$ cat src/rtl/fifo_uart_pkg.sv
// -----------------------------------------------------------------------------
// fifo_uart_pkg
// Shared types and constants for the FIFO-fed UART transmitter.
//   tx_state_t  : transmitter FSM encoding. PARITY is always declared so the
//                 state encoding does not change when the parity option is
//                 switched on or off.
//   OVERSAMPLE  : oversample ticks per start/data/parity bit cell.
// -----------------------------------------------------------------------------
package fifo_uart_pkg;

  localparam int OVERSAMPLE = 16;

  typedef enum logic [2:0] {
    IDLE   = 3'd0,
    START  = 3'd1,
    DATA   = 3'd2,
    PARITY = 3'd3,
    STOP   = 3'd4
  } tx_state_t;

endpackage : fifo_uart_pkg

$ cat src/rtl/fifo_uart_tx_baud_gen.sv
// -----------------------------------------------------------------------------
// baud_gen
// Mod-DVSR counter producing the 16x oversample tick for the UART transmitter.
// Ports:
//   clk    in  system clock
//   reset  in  asynchronous, active-high reset
//   clr    in  synchronous clear; holds the counter at 0 while asserted
//   s_tick out high in the cycle where the count equals DVSR-1
// Parameters: DVSR (clk cycles per tick, >= 1), DVSR_W (counter width,
// 2**DVSR_W > DVSR).
// -----------------------------------------------------------------------------
module baud_gen #(
  parameter int DVSR   = 54,
  parameter int DVSR_W = 8
) (
  input  logic clk,
  input  logic reset,
  input  logic clr,
  output logic s_tick
);

  localparam logic [DVSR_W-1:0] CNT_LAST = DVSR_W'(DVSR - 1);

  logic [DVSR_W-1:0] cnt_q, cnt_d;

  // NOTE: every signal driven in always_comb gets a default first, so no path
  // leaves it unassigned and no latch is inferred.
  always_comb begin
    cnt_d = cnt_q;
    if (clr || (cnt_q == CNT_LAST)) begin
      cnt_d = '0;
    end else begin
      cnt_d = cnt_q + 1'b1;
    end
  end

  // NOTE: sequential state is updated with non-blocking assignments so all
  // flops sample their inputs from the same pre-edge values.
  always_ff @(posedge clk or posedge reset) begin
    if (reset) begin
      cnt_q <= '0;
    end else begin
      cnt_q <= cnt_d;
    end
  end

  // Gated by clr so a DVSR of 1 does not tick while the transmitter idles.
  assign s_tick = ~clr & (cnt_q == CNT_LAST);

endmodule : baud_gen

$ cat src/rtl/fifo_uart_tx.sv
// -----------------------------------------------------------------------------
// fifo_uart_tx
// Pops bytes from the byte-read FIFO whenever it is non-empty and sends each
// one as an 8N1 UART frame (LSB first) on tx, using a 16x oversample tick.
// Optional build macro: FIFO_UART_TX_PARITY_EN adds an even-parity bit cell
// between the last data bit and the stop bit.
// Ports:
//   clk           in   system clock
//   reset         in   asynchronous, active-high reset
//   empty         in   FIFO empty flag
//   r_data        in   FIFO head byte, valid while empty=0
//   rd            out  one-cycle FIFO pop strobe
//   tx            out  registered serial line, idle high
//   tx_busy       out  high from the pop until the end of the stop bit
//   tx_done_tick  out  one-cycle pulse in the final cycle of the stop bit
// -----------------------------------------------------------------------------
module fifo_uart_tx
  import fifo_uart_pkg::*;
#(
  parameter int DATA_WIDTH = 8,
  parameter int SB_TICK    = 16,
  parameter int DVSR       = 54,
  parameter int DVSR_W     = 8
) (
  input  logic                  clk,
  input  logic                  reset,
  input  logic                  empty,
  input  logic [DATA_WIDTH-1:0] r_data,
  output logic                  rd,
  output logic                  tx,
  output logic                  tx_busy,
  output logic                  tx_done_tick
);

  // The tick counter must reach both OVERSAMPLE-1 and SB_TICK-1.
  localparam int TICK_MAX = (SB_TICK > OVERSAMPLE) ? SB_TICK : OVERSAMPLE;
  localparam int NT_W     = $clog2(TICK_MAX);
  localparam int NB_W     = (DATA_WIDTH > 1) ? $clog2(DATA_WIDTH) : 1;

  localparam logic [NT_W-1:0] CELL_LAST = NT_W'(OVERSAMPLE - 1);
  localparam logic [NT_W-1:0] STOP_LAST = NT_W'(SB_TICK - 1);
  localparam logic [NB_W-1:0] DATA_LAST = NB_W'(DATA_WIDTH - 1);

  tx_state_t             state_q, state_d;
  logic [NT_W-1:0]       n_tick_q, n_tick_d;
  logic [NB_W-1:0]       n_bit_q, n_bit_d;
  logic [DATA_WIDTH-1:0] b_q, b_d;
  logic                  tx_q, tx_d;
`ifdef FIFO_UART_TX_PARITY_EN
  logic                  par_q, par_d;
`endif

  logic s_tick;
  logic cell_end;

  baud_gen #(
    .DVSR   (DVSR),
    .DVSR_W (DVSR_W)
  ) u_baud_gen (
    .clk    (clk),
    .reset  (reset),
    .clr    (state_q == IDLE),
    .s_tick (s_tick)
  );

  assign cell_end = s_tick & (n_tick_q == CELL_LAST);

  // ---------------------------------------------------------------------------
  // State register
  // ---------------------------------------------------------------------------
  always_ff @(posedge clk or posedge reset) begin
    if (reset) begin
      state_q  <= IDLE;
      n_tick_q <= '0;
      n_bit_q  <= '0;
      b_q      <= '0;
      tx_q     <= 1'b1;
`ifdef FIFO_UART_TX_PARITY_EN
      par_q    <= 1'b0;
`endif
    end else begin
      state_q  <= state_d;
      n_tick_q <= n_tick_d;
      n_bit_q  <= n_bit_d;
      b_q      <= b_d;
      tx_q     <= tx_d;
`ifdef FIFO_UART_TX_PARITY_EN
      par_q    <= par_d;
`endif
    end
  end

  // ---------------------------------------------------------------------------
  // Next-state logic
  // ---------------------------------------------------------------------------
  always_comb begin
    state_d  = state_q;
    n_tick_d = n_tick_q;
    n_bit_d  = n_bit_q;
    b_d      = b_q;
`ifdef FIFO_UART_TX_PARITY_EN
    par_d    = par_q;
`endif
    unique case (state_q)
      IDLE: begin
        if (rd) begin
          b_d      = r_data;
          n_tick_d = '0;
          state_d  = START;
`ifdef FIFO_UART_TX_PARITY_EN
          // Latched with the byte, before any shifting destroys it.
          par_d    = ^r_data;
`endif
        end
      end
      START: begin
        if (cell_end) begin
          n_tick_d = '0;
          n_bit_d  = '0;
          state_d  = DATA;
        end else if (s_tick) begin
          n_tick_d = n_tick_q + 1'b1;
        end
      end
      DATA: begin
        if (cell_end) begin
          n_tick_d = '0;
          b_d      = b_q >> 1;
          if (n_bit_q == DATA_LAST) begin
`ifdef FIFO_UART_TX_PARITY_EN
            state_d = PARITY;
`else
            state_d = STOP;
`endif
          end else begin
            n_bit_d = n_bit_q + 1'b1;
          end
        end else if (s_tick) begin
          n_tick_d = n_tick_q + 1'b1;
        end
      end
`ifdef FIFO_UART_TX_PARITY_EN
      PARITY: begin
        if (cell_end) begin
          n_tick_d = '0;
          state_d  = STOP;
        end else if (s_tick) begin
          n_tick_d = n_tick_q + 1'b1;
        end
      end
`endif
      STOP: begin
        if (s_tick && (n_tick_q == STOP_LAST)) begin
          n_tick_d = '0;
          state_d  = IDLE;
        end else if (s_tick) begin
          n_tick_d = n_tick_q + 1'b1;
        end
      end
      default: begin
        state_d = IDLE;
      end
    endcase
  end

  // ---------------------------------------------------------------------------
  // Output logic
  // ---------------------------------------------------------------------------
  always_comb begin
    // Pop is suppressed while reset is held: the byte could not be captured,
    // so popping it would silently drop it.
    rd           = (state_q == IDLE) & ~empty & ~reset;
    tx_busy      = (state_q != IDLE) | rd;
    tx_done_tick = (state_q == STOP) & s_tick & (n_tick_q == STOP_LAST);
    tx_d         = 1'b1;
    unique case (state_q)
      IDLE:   tx_d = 1'b1;
      START:  tx_d = 1'b0;
      DATA:   tx_d = b_q[0];
`ifdef FIFO_UART_TX_PARITY_EN
      PARITY: tx_d = par_q;
`endif
      STOP:   tx_d = 1'b1;
      default: tx_d = 1'b1;
    endcase
  end

  // Line driven straight from a flop, so it lags the FSM by one cycle.
  assign tx = tx_q;

endmodule : fifo_uart_tx

$ cat config.mk
export PLATFORM = sky130hd
export DESIGN_NAME = fifo_uart_tx
export DESIGN_NICKNAME = d
export VERILOG_FILES = /design/src/rtl/fifo_uart_pkg.sv /design/src/rtl/fifo_uart_tx_baud_gen.sv /design/src/rtl/fifo_uart_tx.sv
export SDC_FILE = /design/constraint.sdc
export NUM_CORES = 1
export LEC_CHECK = 0
export ABC_CLOCK_PERIOD_IN_PS = 2900
export BUFFER_PORTS_ARGS = -buffer_cell sky130_fd_sc_hd__buf_2
export CAP_MARGIN = 10
export CORE_AREA = 4 4 63 65
export CTS_BUF_LIST = sky130_fd_sc_hd__clkbuf_4
export CTS_CLUSTER_DIAMETER = 100
export DETAILED_ROUTE_END_ITERATION = 10
export DIE_AREA = 0 0 67 69
export PLACE_DENSITY_LB_ADDON = 0.08
export SLEW_MARGIN = 20
export SYNTH_ARGS = -nofsm -noshare
export SYNTH_HDL_FRONTEND = slang
export SYNTH_SLANG_ARGS = --single-unit
$ cat constraint.sdc
create_clock -name clk -period 2.9 [get_ports clk]
set_input_delay 0.29 -clock clk [delete_from_list [all_inputs] [get_ports clk]]
set_output_delay 0.29 -clock clk [all_outputs]
set_load 0.03 [all_outputs]
==> Word level (Yosys, flattened, before mapping) <==
Cells that the tools add are included.
{ "totals": {"ram_bits": 0, "ff_bits": 27, "rom_bits": 0, "mem_count": 0, "latchBits": 0} }
{ "classes": {"shift": 0, "n_reduce_logical": 12, "mux": 20, "order_cmp": 0, "n_eq_ne": 12, "multipliers": 0, "add_sub_neg": 3, "div_mod_pow": 0, "n_bitwise": 10} }
{ "ops": {"columns": ["cell", "count"], "rows": [
  ["$mux W3", 8],
  ["$mux W8", 3],
  ["$mux W4", 4],
  ["$pmux W8 S2", 1],
  ["$ne A2 B2 Y1 const B", 6],
  ["$pmux W3 S4", 1],
  ["$pmux W4 S3", 1],
  ["$add A8 B1 Y8 const B", 1],
  ["$eq A8 B6 Y1 const B", 1],
  ["$and A1 B1 Y1", 6],
  ["$eq A3 B3 Y1 const B", 2],
  ["$pmux W3 S2", 1],
  ["$reduce_bool A3 Y1", 2],
  ["$reduce_and A5 Y1", 1],
  ["$add A4 B1 Y4 const B", 1],
  ["$eq A4 B4 Y1 const B", 1],
  ["$reduce_and A4 Y1", 1],
  ["$reduce_bool A2 Y1", 2],
  ["$add A3 B1 Y3 const B", 1],
  ["$eq A3 B1 Y1 const B", 1],
  ["$eq A3 B2 Y1 const B", 1],
  ["$logic_not A3 Y1", 1],
  ["$not A1 Y1", 3],
  ["$reduce_and A3 Y1", 1],
  ["other kinds (6)", 6]
]} }

==> Longest topological paths before layout <==
Gate-level depths: netlist of run 1.
{ "logic_depth": {"word_depth": 6, "depth_mapped": 6, "mapped_depth_nobuf": 6} }

==> Cells and area by module <==
A second synthesis of run 1 with hierarchy kept.
{ "unflattened": {"hier_cells": 154, "area_unflattened_um2": 1537.7} }
{ "by_module_without_submodules": {"columns": ["mod", "instances", "area_per_inst_um2", "cells_each"], "rows": [
  ["fifo_uart_tx", 1, 1057.3, 105],
  ["baud_gen", 1, 480.5, 49]
]} }

==> Worst setup path after synthesis of run 1 <==
Ideal clock, no wire load.
{ "synth_timing": {"path_type": "register to output", "from": "register u_baud_gen.cnt_q[1]", "to": "output tx_done_tick", "n_path_buf": 0, "arrival_ps": 1701, "stages_incl_launch_ff": 6, "slack_ps": 909, "required_time_ps": 2610, "cell_sequence": "dfrtp_1 > inv_1 > ha_1 > nand3b_2 > or4_4 > nor2_1"} }
{ "synth_via": {"elab_chain_len": 4} }
{ "synth_lines": {"columns": ["item", "line_no", "source"], "rows": [
  ["start, declared", "fifo_uart_tx_baud_gen.sv:24", "logic [DVSR_W-1:0] cnt_q, cnt_d;"],
  ["start signal, assigned", "fifo_uart_tx_baud_gen.sv:43", "cnt_q <= cnt_d;"],
  ["$eq A8 B6 Y1", "fifo_uart_tx_baud_gen.sv:48", "assign s_tick = ~clr & (cnt_q == CNT_LAST);"],
  ["$and A1 B1 Y1", "fifo_uart_tx_baud_gen.sv:48", null],
  ["$and A1 B1 Y1 (2 in series)", "fifo_uart_tx.sv:174", "tx_done_tick = (state_q == STOP) & s_tick & (n_tick_q == STOP_LAST);"],
  ["end, declared", "fifo_uart_tx.sv:32", "output logic tx_done_tick"]
]} }
Every way passes these cells.

==> Worst setup path in the final report of run 1 <==
Ends and elaborated chain as after synthesis.

==> qor.yml, run 1 <==
synthDistinctLibCells: 40
core_area_um2: 3340
clock_sinks: 27
cts_buffers: 3
final_cells: 186
io_pins: 15
antenna_found_initial: 0
clk_latency_ns: 0.32
synth.avg_cell_area_um2: 11.5
tightest_slew_ns: 0.727
synth_area_um2: 1430
start_kind: "flop"
slew_headroom_pct: 51.1
htree_levels: 1
grt_start_max_net_pins: 28
viasPerCell: 5.20
max_freq_mhz: 432
drv_cap: 0
diodes: 0
initial_utilization_pct: 42.9
synth_area_leaders: "dfrtp_1, mux2_2, ha_1, nor2_1, a22o_1"
syn_nets: 141
yosys.area.top_type: "dfrtp_1"
post-route-cell-area_um2: 1570
yosys_warnings: 0
post-cts-setup-buffers: 0
grt-ovfl-total: 0
nNetsFinal: 157
drt_iter0_markers: 24
arrival_ns: 2.02
setup_viol: 0
synth_top_area_share_pct: 45.5
endpoint_kind: "primary output"
layout-drive-gt1-share_pct: 31.4
dp.cells: 182
cts-resized-gates: 0
pwr_density_cell_nw_per_um2: 566
min_path_type: "in -> async"
final_util_pct: 47.0
ys_seq_elements: 27
leakage_nw: 0.706
path_buf_inv: 2
grt_pass1_wl_um: 4350
fp.dieW_um: 67
die-area_um2: 4620
async_flop_share_pct: 100
cts_tree: "done"
wl_per_cell_um: 13.2
num_vias: 968
postPlaceCellArea_um2: 1540
clock_path_buffers: 2
finalHoldViolCount: 0
critical_path.top_delay_family: "simple AND/OR/NAND/NOR gates"
syn_to_final_growth_pct: 9.62
outcome: "complete, no violations"
finalCritPeriodShare_pct: 79.8
finalWeightedCongestion: 0.786
synth_edf_count: 0
grt_usage_pct: 11.7
fin_skew_ns: 0.00666
fin_tns_setup_ns: 0
drc: 0
synth_cells: 125
slew_violations: 0
path_max_fanout: 6
synth_common_cells: "dfrtp_1, mux2_2, nor2_1, ha_1, o21ai_0"
n_fill_cell: 335
ys_seq_area_share_pct: 47.3
die_height_um: 69
yosys_most_used_dff: "dfrtp_1"
ir_drop_uv: 278
firstDrtPassIters: 4
cts_hold_buf: 0
crit_chain: "inv_1 > ha_1 > nand3b_2 > or4_4 > nor2_1 > buf_2"
crit_type: "reg -> out"
cpMaxStageDelayCell: "or4_4"
finalCriticalPeriod_ns: 2.31
ant_nets: 0
grt_setup_unrepaired: "no"
port_buffers: 14
cts.reportedPaths.clkPinSlew_ns: 0.15
place_hpwl_um: 1850
crit_required_ns: 2.61
grt_pass1_vias: 989
cts_root_buf: "clkbuf_4"
post-synth-top-count-cell: "dfrtp_1"
max_stage_delay_ns: 0.60
rows: 21
drt_wl_total_um: 2450
routing by layer:
layer	vias to the layer above	global-route usage (%)	share of wire [%]
met5	-	0	0
met4	0	4.05	0.78
met3	2	3.08	3.8
met2	9	17.6	46
met1	468	16.2	49
li1	489	-	-
flip-flops by register name (all words and copies together), names as in the netlist:
signal,count
n_tick_q,4
n_bit_q,3
u_baud_gen.cnt_q,8
tx,1
b_q,8
state_q,3
stage by stage:
stage	setup WS (ns)	power (mW)	hold WS (ns)
finish	0.586	0.888	0.0280
global route	0.501	0.950	0.0701
CTS	0.568	0.901	0.171
detailed placement	0.956	0.738	0.490
global placement	0.996	0.730	0.484
floorplan	0.909	0.683	0.342
power breakdown:
group	internal (mW)	switching, mW	total, mW
Clock	0.0517	0.112	0.163
Combinational	0.101	0.101	0.202
Sequential	0.455	0.0674	0.523
Total	0.608	0.280	0.888
cell type report:
class	count	area, um^2	share of cell area [%]
multi-input combinational	92	726	46.3
sequential	27	677	43.1
timing repair buffer	14	70.1	4.47
tap	46	57.6	3.67
clock buffer	3	22.5	1.44
inverter	3	11.3	0.718
clock inverter	1	5.00	0.319
worst register-to-register path, delay by kind of cell, from the launching register on:
kind          cells  cell delay, ns
buf+inv           1            0.07
simple gates      3            0.93
fa+ha+maj         1            0.16
mux               1            0.26
flops             1            0.44
kinds of logic (layout without fill, tap and decap cells):
group,Yosys count,after routing,synth area share (%)
AOI/OAI and AO/OA,23,23,11.3
xor gates and xnor gates,6,6,3.67
adders and majority gates,5,5,4.37
buffers and inverters,6,21,2.01
DFF,27,27,47.3
muxes,17,17,13.3
and+or+nand+nor,41,41,18.1
placed cells by master, fill, tap and decap left out, types with 2 or more instances in the layout:
master	n
dfrtp_1	26
mux2_2	16
buf_2	14
nor2_1	12
o21ai_0	5
ha_1	5
a22o_1	4
nand2b_1	4
xor2_1	4
nand2_1	3
nand3_1	3
nor3_1	3
clkbuf_4	3
o211ai_1	2
xnor2_1	2
and3_1	2
or3_1	2
nor3_2	2
a21o_1	2
a31oi_1	2
inv_1	2
nand4_1	2
a21oi_1	2
path summary, 6_finish.rpt:
check,startpoint,endpoint,slack (ns),cells after the start
setup / recovery,u_baud_gen.cnt_q[1]$_DFF_PP0_,tx_done_tick,0.59,6
min in group clk,r_data[7],b_q[7]$_DFFE_PP0P_,0.18,2
hold reg to reg,n_tick_q[2]$_DFFE_PP0P_,n_tick_q[2]$_DFFE_PP0P_,0.52,1
hold / removal,reset,n_tick_q[0]$_DFFE_PP0P_,0.03,2
setup reg to reg,u_baud_gen.cnt_q[1]$_DFF_PP0_,n_tick_q[0]$_DFFE_PP0P_,0.97,6
max in group asynchronous,reset,tx$_DFF_PP1_,2.49,2
(Power assumes the default switching activity.)
==> inputs of run 2 (changes only) <==
ABC_CLOCK_PERIOD_IN_PS = 2060   (was 2900)
clock period = 2.06 ns   (was 2.9 ns; I/O delays follow)
==> run 2 against run 1 <==
  * Clock skew rose by 0.0016 ns
  * First-iteration DRC count rose by 96%
  * Utilization rose by 4.6 points
  * Sequential cell count did not move
  * Critical endpoint unchanged
  * Highest routed layer unchanged
==> qor.yml, run 2 (same netlist as run 1, synthesis figures left out) <==
cpMaxStageDelayCell: "or4_4"
min_path_type: "in -> reg"
finalCriticalPeriod_ns: 2.06
max_freq_mhz: 486
grt_pass1_vias: 1099  # +11%
nNetsFinal: 172  # +9.6%
rows: 21  # unchanged
ant_nets: 0  # unchanged
setup_viol: 0  # unchanged
post-route-cell-area_um2: 1720  # +9.8%
endpoint_kind: "primary output"
drc: 0  # unchanged
crit_chain: "inv_1 > ha_2 > nand3b_4 > or4_4 > nor2_4 > buf_6"
core_area_um2: 3340  # unchanged
tightest_slew_ns: 0.570  # -0.157 ns
pwr_density_cell_nw_per_um2: 773  # +37%
path_max_fanout: 2  # -4
grt_pass1_wl_um: 4840  # +11%
place_hpwl_um: 1970  # +6.2%
cp.depth: 6  # unchanged
hold_depth: 2
diodes: 0  # unchanged
firstDrtPassIters: 4  # unchanged
cts.reportedPaths.clkPinSlew_ns: 0.14  # about the same
drt_wl_total_um: 2610  # +6.4%
crit_type: "reg -> out"
pre_cts_slack_ns: 0.168  # -0.788 ns
syn_to_final_growth_pct: 20.4
drv_cap: 0  # unchanged
cts_tree: "done"
io_pins: 15  # unchanged
port_buffers: 14  # unchanged
fin_skew_ns: 0.00831  # +0.00165 ns
viasPerCell: 5.17  # -0.58%
start_kind: "flop"
die_height_um: 69  # unchanged
grt_usage_pct: 13.2  # +1.4 points
htree_levels: 1  # unchanged
clk_latency_ns: 0.32  # about the same
fin_tns_setup_ns: 0  # unchanged
ir_drop_uv: 486  # +75%
grt-ovfl-total: 0  # unchanged
initial_utilization_pct: 42.9  # unchanged
max_stage_delay_ns: 0.57  # -0.03 ns
outcome: "complete, no violations"
fp.dieW_um: 67  # unchanged
finalPower_mw: 1.33  # +50%
path_buf_inv: 2  # unchanged
die-area_um2: 4620  # unchanged
ff2ff_path_depth: 7  # +1
mostFrequentLayoutCells: "dfrtp_1, mux2_2, buf_4"
leakage_nw: 0.802  # +14%
finalHoldViolCount: 0  # unchanged
clock_path_buffers: 2  # unchanged
largestRegisters: "b_q: 8 flops, u_baud_gen.cnt_q: 8 flops, n_tick_q: 4 flops"
clock_sinks: 27  # unchanged
antenna_found_initial: 0  # unchanged
grt_start_max_net_pins: 19  # -32%
grt_setup_unrepaired: "yes"
finalWeightedCongestion: 0.818  # +4.0%
layout-drive-gt1-share_pct: 38.7  # +7.3 points
num_vias: 1040  # +7.4%
cts_buffers: 3  # unchanged
finalCritPeriodShare_pct: 99.9
postPlaceCellArea_um2: 1580  # +2.4%
critical_path.top_delay_family: "simple AND/OR/NAND/NOR gates"
crit_required_ns: 1.85  # -0.76 ns
wl_per_cell_um: 13.0  # -1.5%
holdWs_ns: 0.102  # +0.0741 ns
final_common_cell: "dfrtp_1"
arrival_ns: 1.85  # -0.17 ns
cts_root_buf: "clkbuf_4"
layout_setup_ws_ns: 0.00259  # -0.584 ns
slew_violations: 0  # unchanged
slew_headroom_pct: 61.7  # +11 points
drt_iter0_markers: 47  # +96%
==> run 2: what timing repair did <==
| item | CTS | global route |
|---|---|---|
| endpoints found under the hold margin | 8 | 0 |
| buffers inserted | 7 | 2 |
| resized for setup | 4 | 4 |
| setup endpoints to repair | 1 | 2 |
| hold buffers | 1 | 0 |
| pin swaps | 2 | 2 |
==> run 2: final cells by class <==
type,instances,area (um^2)
Clock buffer,4,30.0
Inverter,3,11.3
Timing Repair Buffer,29,191
Multi-Input combinational cell,92,756
Sequential cell,27,677
Fill cell,337,1610
Tap cell,46,57.6
==> run 2: stage by stage <==
stage	instances	util, %
global placement	187	47.3
CTS	199	50.7
finish	201	51.6
global route	201	51.6
detailed placement	187	47.3
floorplan	125	-
==> run 2: final timing paths <==
| path | start | to | slack, ns |
|---|---|---|---|
| setup / recovery | u_baud_gen.cnt_q[1]$_DFF_PP0_ | tx_done_tick | 0.003 |
| hold / removal | r_data[7] | b_q[7]$_DFFE_PP0P_ | 0.10 |
| setup reg to reg | u_baud_gen.cnt_q[1]$_DFF_PP0_ | n_tick_q[0]$_DFFE_PP0P_ | 0.09 |
| hold reg to reg | b_q[5]$_DFFE_PP0P_ | b_q[5]$_DFFE_PP0P_ | 0.52 |
| max in group asynchronous | reset | b_q[0]$_DFFE_PP0P_ | 1.08 |
| min in group asynchronous | reset | n_tick_q[3]$_DFFE_PP0P_ | 0.42 |
==> run 2: power by group <==
group	total (mW)	switching, mW	internal [mW]
clock	0.232	0.143	0.0889
combinational	0.369	0.173	0.196
sequential	0.731	0.0895	0.641
total	1.33	0.406	0.926
==> run 2: metal layers <==
metal  track usage, %  vias up  part of all wire, %
li1                 -      516                    -
met1             18.2      508                   48
met2             19.8       12                   48
met3             2.76        4                  2.4
met4             5.41        0                  1.7
met5                0        -                    0
==> run 2: worst reg2reg max path: cells and delay by family, from the launching register on <==
kind                     cells  cell delay (ns)
buffers and inverters        2             0.23
multiplexers                 1             0.26
flip-flops                   1             0.41
adder cells (fa/ha/maj)      1             0.18
AND/OR/NAND/NOR              3             0.80
==> inputs of run 3 (changes only) <==
RECOVER_POWER = 25   (was default)
==> run 3 against run 2 <==
  * Via count is the same
  * Clock skew grew 0.0013 ns
  * Utilization is 0.15 points lower
  * First-iteration DRC count stayed put
  * Clock power about the same
  * Hold slack hardly changed
  * Non-clock buffer count stayed put
  * Sequential cell count is the same
  * Sequential share of layout area is 0.11 points higher
  * Combinational power hardly changed
  * Final cell count is the same
  * Die area unchanged
  * Highest routed layer unchanged
==> qor.yml, run 3 (same netlist as run 1, synthesis figures left out) <==
outcome: "complete, no violations"
ff2ff_path_depth: 7  # unchanged
ir_drop_uv: 488  # +0.33%
clk_latency_ns: 0.32  # about the same
critical_path.top_delay_family: "simple AND/OR/NAND/NOR gates"
place_hpwl_um: 1970  # unchanged
max_stage_delay_ns: 0.57  # about the same
worstHoldEndpoint: "b_q[7]$_DFFE_PP0P_"
port_buffers: 14  # unchanged
max_freq_mhz: 486  # about the same
clock_path_buffers: 2  # unchanged
grt_setup_unrepaired: "yes"
cts_root_buf: "clkbuf_4"
n_fill_cell: 338  # +0.30%
cpMaxStageDelayCell: "or4_4"
grt_pass1_vias: 1099  # unchanged
crit_type: "reg -> out"
start_kind: "flop"
fin_skew_ns: 0.00956  # +0.00125 ns
initial_utilization_pct: 42.9  # unchanged
grt_start_max_net_pins: 19  # unchanged
grt_pass1_wl_um: 4840  # unchanged
min_path_type: "in -> reg"
reg2reg_from: "u_baud_gen.cnt_q[1]$_DFF_PP0_"
grt_usage_pct: 13.2  # unchanged
leakage_nw: 0.796  # -0.79%
slew_headroom_pct: 36.8  # -25 points
finalCriticalPeriod_ns: 2.06  # +0.00179 ns
die-area_um2: 4620  # unchanged
final_cells: 201  # unchanged
rr_endpoint: "n_tick_q[0]$_DFFE_PP0P_"
finalHoldViolCount: 0  # unchanged
endpoint_kind: "primary output"
hold_depth: 2  # unchanged
path_buf_inv: 2  # unchanged
crit_required_ns: 1.85  # about the same
hp-start: "r_data[7]"
antenna_found_initial: 0  # unchanged
drt_wl_total_um: 2610  # about the same
ant_nets: 0  # unchanged
mostFrequentLayoutCells: "dfrtp_1, mux2_2, buf_4"
cts.reportedPaths.clkPinSlew_ns: 0.14  # about the same
slew_violations: 0  # unchanged
final_common_cell: "dfrtp_1"
firstDrtPassIters: 4  # unchanged
path_max_fanout: 2  # unchanged
clock_sinks: 27  # unchanged
drc: 0  # unchanged
fp.dieW_um: 67  # unchanged
die_height_um: 69  # unchanged
rows: 21  # unchanged
finalCritPeriodShare_pct: 100  # about the same
finalWeightedCongestion: 0.818  # unchanged
arrival_ns: 1.85  # about the same
layout-drive-gt1-share_pct: 37.4  # -1.3 points
grt-ovfl-total: 0  # unchanged
diodes: 0  # unchanged
tightest_slew_ns: 0.948  # +0.378 ns
syn_to_final_growth_pct: 20.0
viasPerCell: 5.17  # unchanged
setup_viol: 0  # unchanged
dp.cells: 187  # unchanged
drt_iter0_markers: 47  # unchanged
nNetsFinal: 172  # unchanged
drv_cap: 0  # unchanged
cts_tree: "done"
rrSetupSlack_ns: 0.09  # about the same
holdWs_ns: 0.102  # +0.000108 ns
core_area_um2: 3340  # unchanged
cts_buffers: 3  # unchanged
largestRegisters: "b_q: 8 flops, u_baud_gen.cnt_q: 8 flops, n_tick_q: 4 flops"
pwr_density_cell_nw_per_um2: 775  # +0.27%
wl_per_cell_um: 13.0  # about the same
io_pins: 15  # unchanged
crit_chain: "inv_1 > ha_2 > nand3b_4 > or4_4 > nor2_4 > buf_6"
num_vias: 1040  # unchanged
htree_levels: 1  # unchanged
==> run 3: worst max-delay path by stage <==
| stage | slack, ns | start | cells past startpoint | end |
|---|---|---|---|---|
| final | 0.0008 | u_baud_gen.cnt_q[1]$_DFF_PP0_ | 6 | tx_done_tick |
| after global routing | -0.08 | u_baud_gen.cnt_q[1]$_DFF_PP0_ | 6 | tx_done_tick |
| after CTS | 0.005 | u_baud_gen.cnt_q[3]$_DFF_PP0_ | 4 | tx_done_tick |
| after detailed placement | 0.17 | u_baud_gen.cnt_q[1]$_DFF_PP0_ | 6 | n_tick_q[0]$_DFFE_PP0P_ |
| after global placement | 0.22 | u_baud_gen.cnt_q[1]$_DFF_PP0_ | 6 | n_tick_q[0]$_DFFE_PP0P_ |
| after floorplan | 0.07 | state_q[2]$_DFFE_PP0P_ | 5 | n_tick_q[0]$_DFFE_PP0P_ |
==> run 3: cell type report <==
| class | instances | area [um^2] | share of cell area (%) |
|---|---|---|---|
| clock buffer | 4 | 30.0 | 1.75 |
| inverter | 3 | 11.3 | 0.655 |
| timing repair buffer | 29 | 186 | 10.9 |
| tap | 46 | 57.6 | 3.35 |
| multi-input combinational | 92 | 756 | 44.0 |
| sequential | 27 | 677 | 39.4 |
==> run 3: where the power goes <==
| part | total, mW | internal (mW) | leakage (nW) | switching, mW |
|---|---|---|---|---|
| logic | 0.368 | 0.194 | 0.431 | 0.174 |
| clock network | 0.233 | 0.0889 | 0.0184 | 0.144 |
| registers | 0.731 | 0.641 | 0.347 | 0.0894 |
| total | 1.33 | 0.925 | 0.796 | 0.407 |
==> run 3: through the flow <==
stage / setup TNS, ns / setup slack, ns / cell area, um^2 / total power, mW / util, %
final: 0 / 0.000802 / 1720 / 1.33 / 51.5
after global placement: 0 / 0.216 / 1580 / 1.03 / 47.3
after CTS: 0 / 0.00499 / 1690 / 1.34 / 50.7
after floorplan: 0 / 0.0732 / 1430 / 0.962 / -
after detailed placement: 0 / 0.168 / 1580 / 1.04 / 47.3
after global routing: -0.0801 / -0.0801 / 1720 / 1.43 / 51.5
==> run 3: timing repair <==
item / 4_1_cts / 5_1_grt
hold endpoints to repair: 8 / 0
hold buffers: 1 / 0
gates resized for setup: 4 / 4
setup buffers: 7 / 2
pin swaps: 2 / 2
gates cloned: 0 / 0
setup endpoints to repair: 1 / 2
==> run 3: layer usage <==
layer  part of all wire [%]  wire length [um]  global-route usage [%]  vias up
met5                      0                 0                       0        -
met4                    1.7                44                    5.41        0
met3                    2.4                63                    2.76        4
met2                     48              1250                    19.8       12
met1                     48              1250                    18.2      507
li1                       -                 -                       -      517
==> run 3: worst reg2reg max path, stage by stage, from the launching register on <==
cell and delay [ns]:
dfrtp_1 0.41, inv_1 0.06, ha_2 0.18, nand3b_4 0.08, or4_4 0.57, buf_4 0.17
and3_1 0.15, mux2_2 0.26
